--- config.mk ---
export PLATFORM = sky130hd
export DESIGN_NAME = reg_file_sb
export DESIGN_NICKNAME = d
export VERILOG_FILES = /design/src/rtl/reg_file_pkg.sv /design/src/rtl/reg_file_sb_scoreboard.sv /design/src/rtl/reg_file_sb.sv
export SDC_FILE = /design/constraint.sdc
export NUM_CORES = 1
export LEC_CHECK = 0
export ABC_CLOCK_PERIOD_IN_PS = 2600
export BUFFER_PORTS_ARGS = -buffer_cell sky130_fd_sc_hd__clkbuf_2
export CAP_MARGIN = 5
export CORE_MARGIN = 1.5
export CORE_UTILIZATION = 39
export DETAILED_ROUTE_END_ITERATION = 10
export PLACE_DENSITY = 0.66
export SLEW_MARGIN = 0
export SYNTH_ARGS = -nofsm -noshare
export SYNTH_HDL_FRONTEND = slang
export SYNTH_HIERARCHICAL = 1
export SYNTH_SLANG_ARGS = --single-unit
--- constraint.sdc ---
create_clock -name clock -period 2.6 [get_ports clock]
set_clock_uncertainty 0.15 [all_clocks]
set_input_delay 0.39 -clock clock [delete_from_list [all_inputs] [get_ports clock]]
set_output_delay 0.39 -clock clock [all_outputs]
set_load 0.05 [all_outputs]
--- src/rtl/reg_file_pkg.sv ---
// Shared register-file types and default sizes for the MIPS datapath blocks
// (register file, decoder, operand muxes).
package reg_file_pkg;

   localparam int DATA_WIDTH_DEF = 16;
   localparam int ADDR_WIDTH_DEF = 2;

   typedef logic [ADDR_WIDTH_DEF-1:0] reg_addr_t;
   typedef logic [DATA_WIDTH_DEF-1:0] reg_data_t;

endpackage

--- src/rtl/reg_file_sb_scoreboard.sv ---
// Pending-write scoreboard: one bit per architectural register, raised at issue
// and dropped at writeback, with busy flags for both read ports and a live count.
module reg_scoreboard
   import reg_file_pkg::*;
#(
   parameter int ADDR_WIDTH = ADDR_WIDTH_DEF,
   parameter bit BYPASS     = 1'b1
) (
   input  logic                  clock,
   input  logic                  reset,
   input  logic [ADDR_WIDTH-1:0] rr1_i,
   input  logic [ADDR_WIDTH-1:0] rr2_i,
   input  logic [ADDR_WIDTH-1:0] wr_i,
   input  logic                  regwrite_i,
   input  logic                  issue_valid_i,
   input  logic [ADDR_WIDTH-1:0] issue_rd_i,
   output logic                  busy1_o,
   output logic                  busy2_o,
   output logic [ADDR_WIDTH:0]   pending_cnt_o
);

   localparam int REGS = 2 ** ADDR_WIDTH;
   localparam int CW   = ADDR_WIDTH + 1;

   logic [REGS-1:0] pend_q, pend_d;
   logic [CW-1:0]   cnt_q, cnt_d;

   // Clear first, then set, so a new producer supersedes the one completing.
   always_comb begin
      pend_d = pend_q;
      if (regwrite_i && (wr_i != '0))
         pend_d[wr_i] = 1'b0;
      if (issue_valid_i && (issue_rd_i != '0))
         pend_d[issue_rd_i] = 1'b1;
      pend_d[0] = 1'b0;
   end

   always_comb begin
      cnt_d = '0;
      for (int i = 1; i < REGS; i++)
         cnt_d = cnt_d + CW'(pend_d[i]);
   end

   always_ff @(posedge clock) begin
      if (reset) begin
         pend_q <= '0;
         cnt_q  <= '0;
      end else begin
         pend_q <= pend_d;
         cnt_q  <= cnt_d;
      end
   end

   // A register completing this cycle is forwarded, so it is not busy with bypass on.
   assign busy1_o = pend_q[rr1_i] & ~(BYPASS && regwrite_i && (wr_i == rr1_i));
   assign busy2_o = pend_q[rr2_i] & ~(BYPASS && regwrite_i && (wr_i == rr2_i));
   assign pending_cnt_o = cnt_q;

endmodule

--- src/rtl/reg_file_sb.sv ---
// Parametrised MIPS register file: two combinational read ports, one write port,
// register 0 hardwired to zero, optional write-to-read bypass and RAW scoreboard.
module reg_file_sb
   import reg_file_pkg::*;
#(
   parameter int DATA_WIDTH = DATA_WIDTH_DEF,
   parameter int ADDR_WIDTH = ADDR_WIDTH_DEF,
   parameter bit BYPASS     = 1'b1
) (
   input  logic                  clock,
   input  logic                  reset,
   input  logic [ADDR_WIDTH-1:0] rr1,
   input  logic [ADDR_WIDTH-1:0] rr2,
   output logic [DATA_WIDTH-1:0] rd1,
   output logic [DATA_WIDTH-1:0] rd2,
   input  logic [ADDR_WIDTH-1:0] wr,
   input  logic [DATA_WIDTH-1:0] wd,
   input  logic                  regwrite,
   input  logic                  issue_valid,
   input  logic [ADDR_WIDTH-1:0] issue_rd,
   output logic                  busy1,
   output logic                  busy2,
   output logic [ADDR_WIDTH:0]   pending_cnt
);

   localparam int REGS = 2 ** ADDR_WIDTH;

   logic [DATA_WIDTH-1:0] regs_q [REGS];

   always_ff @(posedge clock) begin
      if (reset) begin
         for (int i = 0; i < REGS; i++)
            regs_q[i] <= '0;
      end else if (regwrite && (wr != '0)) begin
         regs_q[wr] <= wd;
      end
   end

   always_comb begin
      rd1 = regs_q[rr1];
      if (rr1 == '0)
         rd1 = '0;
      else if (BYPASS && regwrite && (wr == rr1))
         rd1 = wd;
   end

   always_comb begin
      rd2 = regs_q[rr2];
      if (rr2 == '0)
         rd2 = '0;
      else if (BYPASS && regwrite && (wr == rr2))
         rd2 = wd;
   end

   reg_scoreboard #(
      .ADDR_WIDTH (ADDR_WIDTH),
      .BYPASS     (BYPASS)
   ) u_sb (
      .clock         (clock),
      .reset         (reset),
      .rr1_i         (rr1),
      .rr2_i         (rr2),
      .wr_i          (wr),
      .regwrite_i    (regwrite),
      .issue_valid_i (issue_valid),
      .issue_rd_i    (issue_rd),
      .busy1_o       (busy1),
      .busy2_o       (busy2),
      .pending_cnt_o (pending_cnt)
   );

endmodule
==> flow_summary_export.csv, run 1 <==
group,metric,value,unit
critical_path,cp_max_fo,8,
critical_path,crit_slowest_cell,"or3b_1",
routing,first_pass_iters,5,
global_routing,grt_pass1_wl,15500,µm
routing,drc,0,
power_and_ir_drop,p_int,1.40,mW
timing,slew_violations,0,
routing,via_per_inst,5.85,
logic_synthesis,synth_fp_nets,367,
timing,max_freq,413,MHz
logic_synthesis,synth_area_per_cell,10.5,µm²
power_and_ir_drop,clkPwrFrac,20.9,%
global_routing,grt_start_max_net_pins,37,
power_and_ir_drop,power.switching,0.811,mW
global_routing,antenna_found_initial,0,
place,portBuffers,63,
global_routing,grt_overflow,0,
cells_and_area,antenna_cells,0,
die,io_pins,65,
critical_path,cp_top_family,"buffers and inverters",
critical_path,crit_required,2060,ps
global_routing,grt_pass1_vias,2888,
power_and_ir_drop,powerDensity,542,nW/µm²
status,outcome,"finished, final reports clean",
logic_synthesis,yosys_warnings,6,
die,core.rowCount,34,
power_and_ir_drop,comb_power_share,32.7,%
timing,rsz0062_at_grt,"no",
timing,max-slew-margin-rel,62.2,%
logic_synthesis,ys_seq_area_share,43.4,%
critical_path,critPathArrivalTime,1880,ps
timing,setup_ws,179,ps
place,place_ws,171,ps
clock_network,hold_buffers,0,
power_and_ir_drop,sw_frac_of_total,36.7,%
cells_and_area,area_growth,14.7,%
timing,finalHoldViolCount,0,
logic_synthesis,ys_ff_latch,53,
power_and_ir_drop,power_frac_seq,46.4,%
die,die_height,98.5,µm
place,dp_hpwl,6030,µm
place,place_congestion,0.774,
clock_network,clock_latency,300,ps
timing,fin_crit_sh,93.1,%
timing,worst_pin_slew,567,ps
cells_and_area,final_layout_size_suffix_gt1_share,24.6,%
cells_and_area,layout.area.seq,1540,µm²
timing,setup_viol,0,
logic_synthesis,synthCells,338,
die,start_util,40.6,%
clock_network,post_cts_buffers,0,
clock_network,clkSinkCount,53,
routing,wirelength,9800,µm
die,die-width,98.5,µm
routing,drt-initial-drc-count,165,
critical_path,cpPeakStageDelay,410,ps
flow_run,maxCapViolCount,0,
timing,tns,0,ps
cells_and_area,final_nets,422,
clock_network,clk_pin_slew,90,ps
power_and_ir_drop,vdd_drop_max,0.000298,V
timing,min_period,2420,ps
clock_network,cts_root_buf,"clkbuf_8",
place,post-place-cells,494,
cells_and_area,mostFrequentLayoutCell,"clkbuf_2",
cells_and_area,multiInputGateArea,1840,µm²
global_routing,track_usage,20.2,%
clock_network,cts_max_path_buffers,2,
logic_synthesis,synth_area,3550,µm²
clock_network,htreeDepth,2,
logic_synthesis,ys_types,31,
critical_path,path_cells,"clkbuf_2 -> xor2_4 -> or3b_1 -> buf_4 -> o211a_1 -> clkbuf_2",
critical_path,cpMostUsedCell,"clkbuf_2",
critical_path,crit_buf_inv,3,
routing,drtAntennaViolNets,0,
clock_network,cts_buffers,5,
die,core,8760,µm²
cells_and_area,final_cells,502,
routing,wl_per_cell,19.5,µm
clock_network,cts_resized,0,
cells_and_area,final_cell_mix,"clkbuf_2, and2_1, edfxtp_1",
clock_network,cts_tree,"built",
die,dieArea,9700,µm²
critical_path,crit_path_start_kind,"primary input",
min_path,hold_class,"in -> reg",
critical_path,worst_setup_path_end_kind,"primary output",
routing,vias,2936,
critical_path,crit_type,"in -> out",
power_and_ir_drop,p_leak,1.78,nW
cells_and_area,nFillCells,850,
[final cells by class]
class                      count  area share [%]
multi-input combinational    251            45.0
sequential                    53            37.8
timing repair buffer          82            11.8
tap                          108            3.31
clock buffer                   6            1.78
clock inverter                 2           0.245
[cell families after synthesis]
family,synth area share (%)
AO/OA/AOI/OAI,22.3
XOR/XNOR,3.03
adder cells (fa/ha/maj),0.563
buffers and inverters,4.96
flip-flops,43.4
multiplexers,9.64
other,0.105
AND/OR/NAND/NOR,16.0
[sequential cells by signal, summed over array words and instances (netlist names)]
register            count
regs_q                 48
u_sb/pending_cnt_o      2
u_sb/pend_q             3
[worst paths after layout]
path / start / end / slack, ps / cells after the start
setup / recovery: wr[1] / rd2[7] / 180 / 6
hold / removal: reset / u_sb/pending_cnt_o[0] / 230 / 2
setup reg to reg: u_sb/pend_q[3] / u_sb/pending_cnt_o[0] / 1270 / 3
hold reg to reg: u_sb/pend_q[1] / u_sb/pend_q[1] / 410 / 2
[synthesized netlist by cell type]
| library cell | number | area, µm² |
|---|---|---|
| and2_1 | 48 | 300 |
| edfxtp_1 | 48 | 1440 |
| nand2_1 | 37 | 139 |
| a21oi_1 | 32 | 160 |
| mux2i_1 | 32 | 320 |
| o211a_1 | 32 | 320 |
| o211ai_1 | 32 | 240 |
| clkbuf_1 | 22 | 82.6 |
| buf_2 | 6 | 30.0 |
| nor2_1 | 6 | 22.5 |
| buf_6 | 5 | 56.3 |
| dfxtp_1 | 5 | 100 |
| nand3b_1 | 4 | 30.0 |
| xnor2_1 | 4 | 35.0 |
| a2bb2oi_2 | 2 | 30.0 |
| a32oi_1 | 2 | 17.5 |
| mux2_1 | 2 | 22.5 |
| nand4b_1 | 2 | 17.5 |
| or2_2 | 2 | 12.5 |
| or3b_1 | 2 | 17.5 |
| xor2_1 | 2 | 17.5 |
| xor2_4 | 2 | 55.1 |
| a31o_2 | 1 | 8.76 |
| a32oi_2 | 1 | 16.3 |
| and4bb_1 | 1 | 12.5 |
| buf_4 | 1 | 7.51 |
| conb_1 | 1 | 3.75 |
| fa_1 | 1 | 20.0 |
| nand3_1 | 1 | 5.00 |
| nor3_1 | 1 | 5.00 |
| nor3b_1 | 1 | 7.51 |
[layer usage]
layer	share of wire [%]	global-route usage, %	vias up
li1	-	-	1368
met1	44	27.2	1439
met2	49	33.9	113
met3	5.7	3.26	16
met4	1.5	5.74	0
met5	0	0	-
[power groups by stage]
stage          Clock [mW]  Sequential [mW]  Combinational (mW)
2_1_floorplan           0             1.05               0.522
3_3_place_gp            0             1.04               0.717
3_5_place_dp            0             1.04               0.722
4_1_cts             0.467             1.03               0.724
5_1_grt             0.502             1.03               0.768
6_report            0.462             1.03               0.722
[per-stage QoR]
step	util, %	instance area, µm²	total power, mW	hold WS, ps
detailed placement	45.6	4000	1.77	390
global route	46.5	4080	2.30	231
global placement	45.6	4000	1.76	392
floorplan	-	3550	1.57	307
finish	46.5	4080	2.21	229
CTS	46.5	4080	2.22	210
Power figures use the tool's default switching activity.
==> run 2, diff against run 1 <==
Settings changed: SYNTH_HIERARCHICAL 1 to unset.
==> flow_summary_export.csv, run 2 <==
group,metric,value,unit
power_and_ir_drop,powerDensity,542,nW/µm²
status,violations,"design-rule violations",
global_routing,globalRouteMet3Util,2.70,%
routing,drt-initial-drc-count,257,
critical_path,worstReg2RegEnd,"u_sb.pending_cnt_o[2]",
min_path,worstHoldEndpoint,"u_sb.pending_cnt_o[0]",
routing,drtAntennaViolNets,0,
status,outcome,"complete, but fails checks",
clock_network,clkSinkCount,54,
die,die-width,98.6,µm
clock_network,cts_max_path_buffers,2,
critical_path,critPathArrivalTime,1940,ps
timing,rsz0062_at_grt,"no",
timing,fin_crit_sh,95.4,%
die,dieArea,9730,µm²
cells_and_area,mostFrequentLayoutCell,"clkbuf_2",
cells_and_area,final_cell_mix,"clkbuf_2, and2_1, edfxtp_1",
cells_and_area,final_nets,433,
global_routing,grt_pass1_vias,2845,
timing,tns,0,ps
logic_synthesis,synth_top_cell_area_share,40.4,%
logic_synthesis,ys_ff_latch,54,
routing,vias,2915,
power_and_ir_drop,vdd_drop_max,0.000241,V
critical_path,reg2reg_slack,980,ps
timing,max-slew-margin-rel,25.0,%
die,core.rowCount,34,
timing,finalHoldViolCount,0,
timing,holdWs,198,ps
place,place_ws,112,ps
place,place_congestion,0.812,
logic_synthesis,synthTopCellsByCount,"and2_1, edfxtp_1, nand2_1",
logic_synthesis,synthTopCellsByArea,"edfxtp_1, and2_1, mux2i_1",
flow_run,maxCapViolCount,0,
timing,setup_viol,0,
critical_path,crit_path_start_kind,"primary input",
clock_network,cts_tree,"built",
routing,drc,5,
place,portBuffers,64,
critical_path,crit_type,"in -> out",
cells_and_area,area_growth,15.5,%
critical_path,r2r_cells,6,
power_and_ir_drop,finalPower,2.23,mW
timing,setup_ws,120,ps
logic_synthesis,synth_edf_count,48,
die,die_height,98.6,µm
clock_network,hold_buffers,0,
routing,wl_per_cell,18.7,µm
die,start_util,40.5,%
clock_network,cts_root_buf,"clkbuf_8",
die,core,8810,µm²
global_routing,grt_use_met1,28.3,%
logic_synthesis,async_flop_share,0,%
cells_and_area,nFillCells,823,
min_path,hold_class,"in -> reg",
power_and_ir_drop,p_leak,1.85,nW
logic_synthesis,ys_types,32,
critical_path,r2r_start,"u_sb.pend_q[2]",
global_routing,busiest_layer,"met2",
timing,slew_violations,0,
clock_network,clk_pin_slew,100,ps
global_routing,track_usage,19.8,%
routing,wirelength,9540,µm
critical_path,worst_setup_path_end_kind,"primary output",
logic_synthesis,synth_fp_nets,374,
place,dp_hpwl,5940,µm
logic_synthesis,yosys_warnings,0,
global_routing,grt_start_max_net_pins,35,
routing,first_pass_iters,8,
clock_network,cts_resized,0,
clock_network,htreeDepth,2,
die,io_pins,65,
critical_path,cp_max_fo,10,
timing,worst_pin_slew,1120,ps
cells_and_area,largest_register_ffs,48,
cells_and_area,antenna_cells,0,
clock_network,clock_latency,310,ps
critical_path,crit_required,2060,ps
logic_synthesis,synth_area_per_cell,10.4,µm²
min_path,hold_depth,2,
timing,max_freq,403,MHz
logic_synthesis,synth_ff_type,"edfxtp_1",
routing,via_per_inst,5.72,
global_routing,met2_usage,32.1,%
timing,min_period,2480,ps
cells_and_area,regMostFlops,"regs_q",
logic_synthesis,synth_area,3570,µm²
min_path,hold_start,"reset",
global_routing,grt_pass1_wl,15100,µm
clock_network,post_cts_buffers,0,
logic_synthesis,synthCells,342,
global_routing,antenna_found_initial,0,
logic_synthesis,ys_seq_area_share,43.8,%
cells_and_area,final_layout_size_suffix_gt1_share,24.9,%
clock_network,cts_buffers,5,
global_routing,grt_overflow,0,
logic_synthesis,synth_top_area_cell,"edfxtp_1",
run 2: cell count changes after synthesis, moves of 3 or more:
cell	change
mux2_2	+4
nand2b_1	+4
xnor2_1	-4
buf_1	+3
ha_1	+3
inv_1	+3
run 2: cell type report:
class	instances	area, µm²	area share [%]
sequential	54	1560	37.9
clock inverter	2	8.76	0.213
inverter	3	11.3	0.273
timing repair buffer	86	515	12.5
multi-input combinational	251	1820	44.1
clock buffer	6	72.6	1.76
tap	108	135	3.28
run 2: logic make-up after synthesis:
group	Yosys count	synth area share, %
AND/OR/NAND/NOR	108	16.3
buffers and inverters	37	5.30
adder cells (fa/ha/maj)	4	1.61
XOR/XNOR	4	2.03
flip-flops	54	43.8
AO/OA/AOI/OAI	101	21.3
multiplexers	34	9.68
run 2: metal layers:
layer  up-vias  part of all wire (%)
li1       1377                     -
met1      1401                    46
met2       128                    47
met3         9                   6.2
met4         0                  0.78
met5         -                     0
run 2: worst max-delay path, cell delays in order:
cell	delay, ps
clkbuf_2	230
xor2_4	230
or3b_1	390
buf_4	200
o221a_2	260
clkbuf_2	230
run 2: worst max-delay path by stage:
| stage | endpoint | startpoint | cells past startpoint | slack [ps] |
|---|---|---|---|---|
| final | rd1[14] | wr[1] | 6 | 120 |
| after global routing | rd2[14] | wr[1] | 6 | 60 |
| after CTS | rd2[14] | wr[1] | 6 | 110 |
| after detailed placement | rd2[14] | wr[1] | 6 | 110 |
| after global placement | rd2[14] | wr[1] | 6 | 130 |
| after floorplan | busy2 | rr2[1] | 6 | 130 |
run 2: per-stage QoR:
stage                     instance area, µm²  instances  utilization, %
after floorplan                         3570        342               -
after global placement                  4040        502            45.9
after detailed placement                4040        502            45.9
after CTS                               4120        510            46.8
after global routing                    4120        510            46.8
final                                   4120        510            46.8
run 2: power breakdown:
| part | total, mW | internal [mW] | switching (mW) |
|---|---|---|---|
| clock | 0.470 | 0.186 | 0.284 |
| combinational | 0.720 | 0.221 | 0.499 |
| sequential | 1.04 | 1.01 | 0.0321 |
| total | 2.23 | 1.42 | 0.815 |
==> run 3, diff against run 2 <==
Settings changed: CORE_MARGIN 1.5 to 4, GPL_TIMING_DRIVEN set to 0.
==> flow_summary_export.csv, run 3 (synthesis gave the netlist of run 2 again) <==
group,metric,value,unit
critical_path,crit_type,"in -> out",
cells_and_area,final_cells,521,
timing,max-slew-margin-rel,36.2,%
global_routing,antenna_found_initial,0,
status,outcome,"finished, final reports clean",
cells_and_area,layout.area.seq,1560,µm²
timing,finalHoldViolCount,0,
die,core.rowCount,34,
critical_path,critPathArrivalTime,2010,ps
global_routing,grt_pass1_vias,3008,
power_and_ir_drop,finalPower,2.34,mW
clock_network,hold_buffers,0,
cells_and_area,mostFrequentLayoutCell,"clkbuf_2",
clock_network,cts_root_buf,"clkbuf_8",
place,dp_hpwl,7140,µm
die,start_util,40.5,%
clock_network,cts_buffers,5,
routing,wl_per_cell,19.7,µm
power_and_ir_drop,p_leak,1.82,nW
routing,drtAntennaViolNets,0,
timing,min_period,2550,ps
die,dieArea,10700,µm²
critical_path,cpMostUsedCell,"buf_6",
place,portBuffers,58,
critical_path,cp_top_family,"buffers and inverters",
clock_network,clock_latency,310,ps
die,core,8810,µm²
critical_path,crit_buf_inv,4,
cells_and_area,antenna_cells,0,
die,die_height,104,µm
critical_path,crit_slowest_cell,"or3b_1",
clock_network,cts_tree,"built",
clock_network,cts_resized,0,
critical_path,cpPeakStageDelay,400,ps
timing,max_freq,392,MHz
flow_run,maxCapViolCount,0,
routing,drt-initial-drc-count,175,
timing,tns,0,ps
global_routing,grt_start_max_net_pins,17,
critical_path,crit_path_start_kind,"primary input",
cells_and_area,multiInputGateArea,1820,µm²
cells_and_area,final_nets,444,
power_and_ir_drop,vdd_drop_max,0.000262,V
cells_and_area,final_cell_mix,"clkbuf_2, and2_1, edfxtp_1",
timing,setup_viol,0,
clock_network,cts_max_path_buffers,2,
clock_network,clkSinkCount,54,
timing,fin_crit_sh,98.2,%
global_routing,track_usage,18.8,%
critical_path,cp_max_fo,10,
routing,vias,2989,
critical_path,path_cells,"clkbuf_1 -> xor2_1 -> or3b_1 -> buf_6 -> buf_6 -> o211a_1 -> clkbuf_2",
timing,slew_violations,0,
min_path,hold_class,"in -> reg",
place,place_congestion,0.836,
routing,drc,0,
global_routing,grt_overflow,0,
die,die-width,104,µm
routing,wirelength,10300,µm
timing,worst_pin_slew,957,ps
cells_and_area,regMostFlops,"regs_q",
routing,via_per_inst,5.74,
power_and_ir_drop,powerDensity,565,nW/µm²
critical_path,worst_setup_path_end_kind,"primary output",
critical_path,crit_required,2060,ps
cells_and_area,area_growth,16.1,%
clock_network,htreeDepth,2,
place,post-place-cells,508,
cells_and_area,largest_register_ffs,48,
die,io_pins,65,
clock_network,clk_pin_slew,100,ps
global_routing,grt_pass1_wl,16200,µm
cells_and_area,final_layout_size_suffix_gt1_share,21.5,%
routing,first_pass_iters,5,
cells_and_area,nFillCells,838,
timing,holdWs,269,ps
timing,rsz0062_at_grt,"no",
## run 3: cell types whose count changed in the layout (fill, tap and decap cells not counted), sizes merged
cell / before / now
clkinvlp: 0 / 1
buf: 24 / 19
bufinv: 0 / 1
clkinv: 2 / 0
clkbuf: 68 / 84
## run 3: path summary, 6_finish.rpt
path | startpoint | to | slack, ps | cells after the start
min | wd[8] | regs_q[1][8] | 270 | 2
max reg2reg | u_sb.pend_q[2] | u_sb.pending_cnt_o[2] | 800 | 6
min reg2reg | u_sb.pend_q[3] | u_sb.pend_q[3] | 480 | 2
max | rr2[0] | rd2[12] | 50 | 7
## run 3: where the power goes
group | switching, mW | leakage (nW) | total, mW | internal, mW
registers | 0.0330 | 0.521 | 1.05 | 1.01
logic | 0.509 | 1.25 | 0.721 | 0.212
clock network | 0.285 | 0.0514 | 0.573 | 0.288
total | 0.827 | 1.82 | 2.34 | 1.51
## run 3: area by class of cell
class,instances,share of cell area [%]
buffer,34,4.29
sequential,54,37.7
tap,108,3.26
timing repair buffer,63,7.92
clock inverter,2,0.907
multi-input combinational,251,43.9
inverter,3,0.272
clock buffer,6,1.75
## run 3: repair_timing
action	4_1_cts	5_1_grt
setup endpoints to repair	0	20
setup buffers	0	5
hold endpoints to repair	0	0
## run 3: per-layer routing
layer	routed length [µm]	up-vias	track usage, %
met2	4840	133	31.9
met3	717	19	3.11
met1	4520	1434	24.7
li1	-	1403	-
met4	197	0	5.41
met5	0	-	0
## run 3: stage by stage
step	setup WS, ps	cell area [µm²]	util, %
2_1_floorplan	132	3570	-
6_report	48.0	4140	47.0
3_5_place_dp	58.1	3990	45.3
3_3_place_gp	79.0	3990	45.3
4_1_cts	48.1	4100	46.6
5_1_grt	4.97	4140	47.0
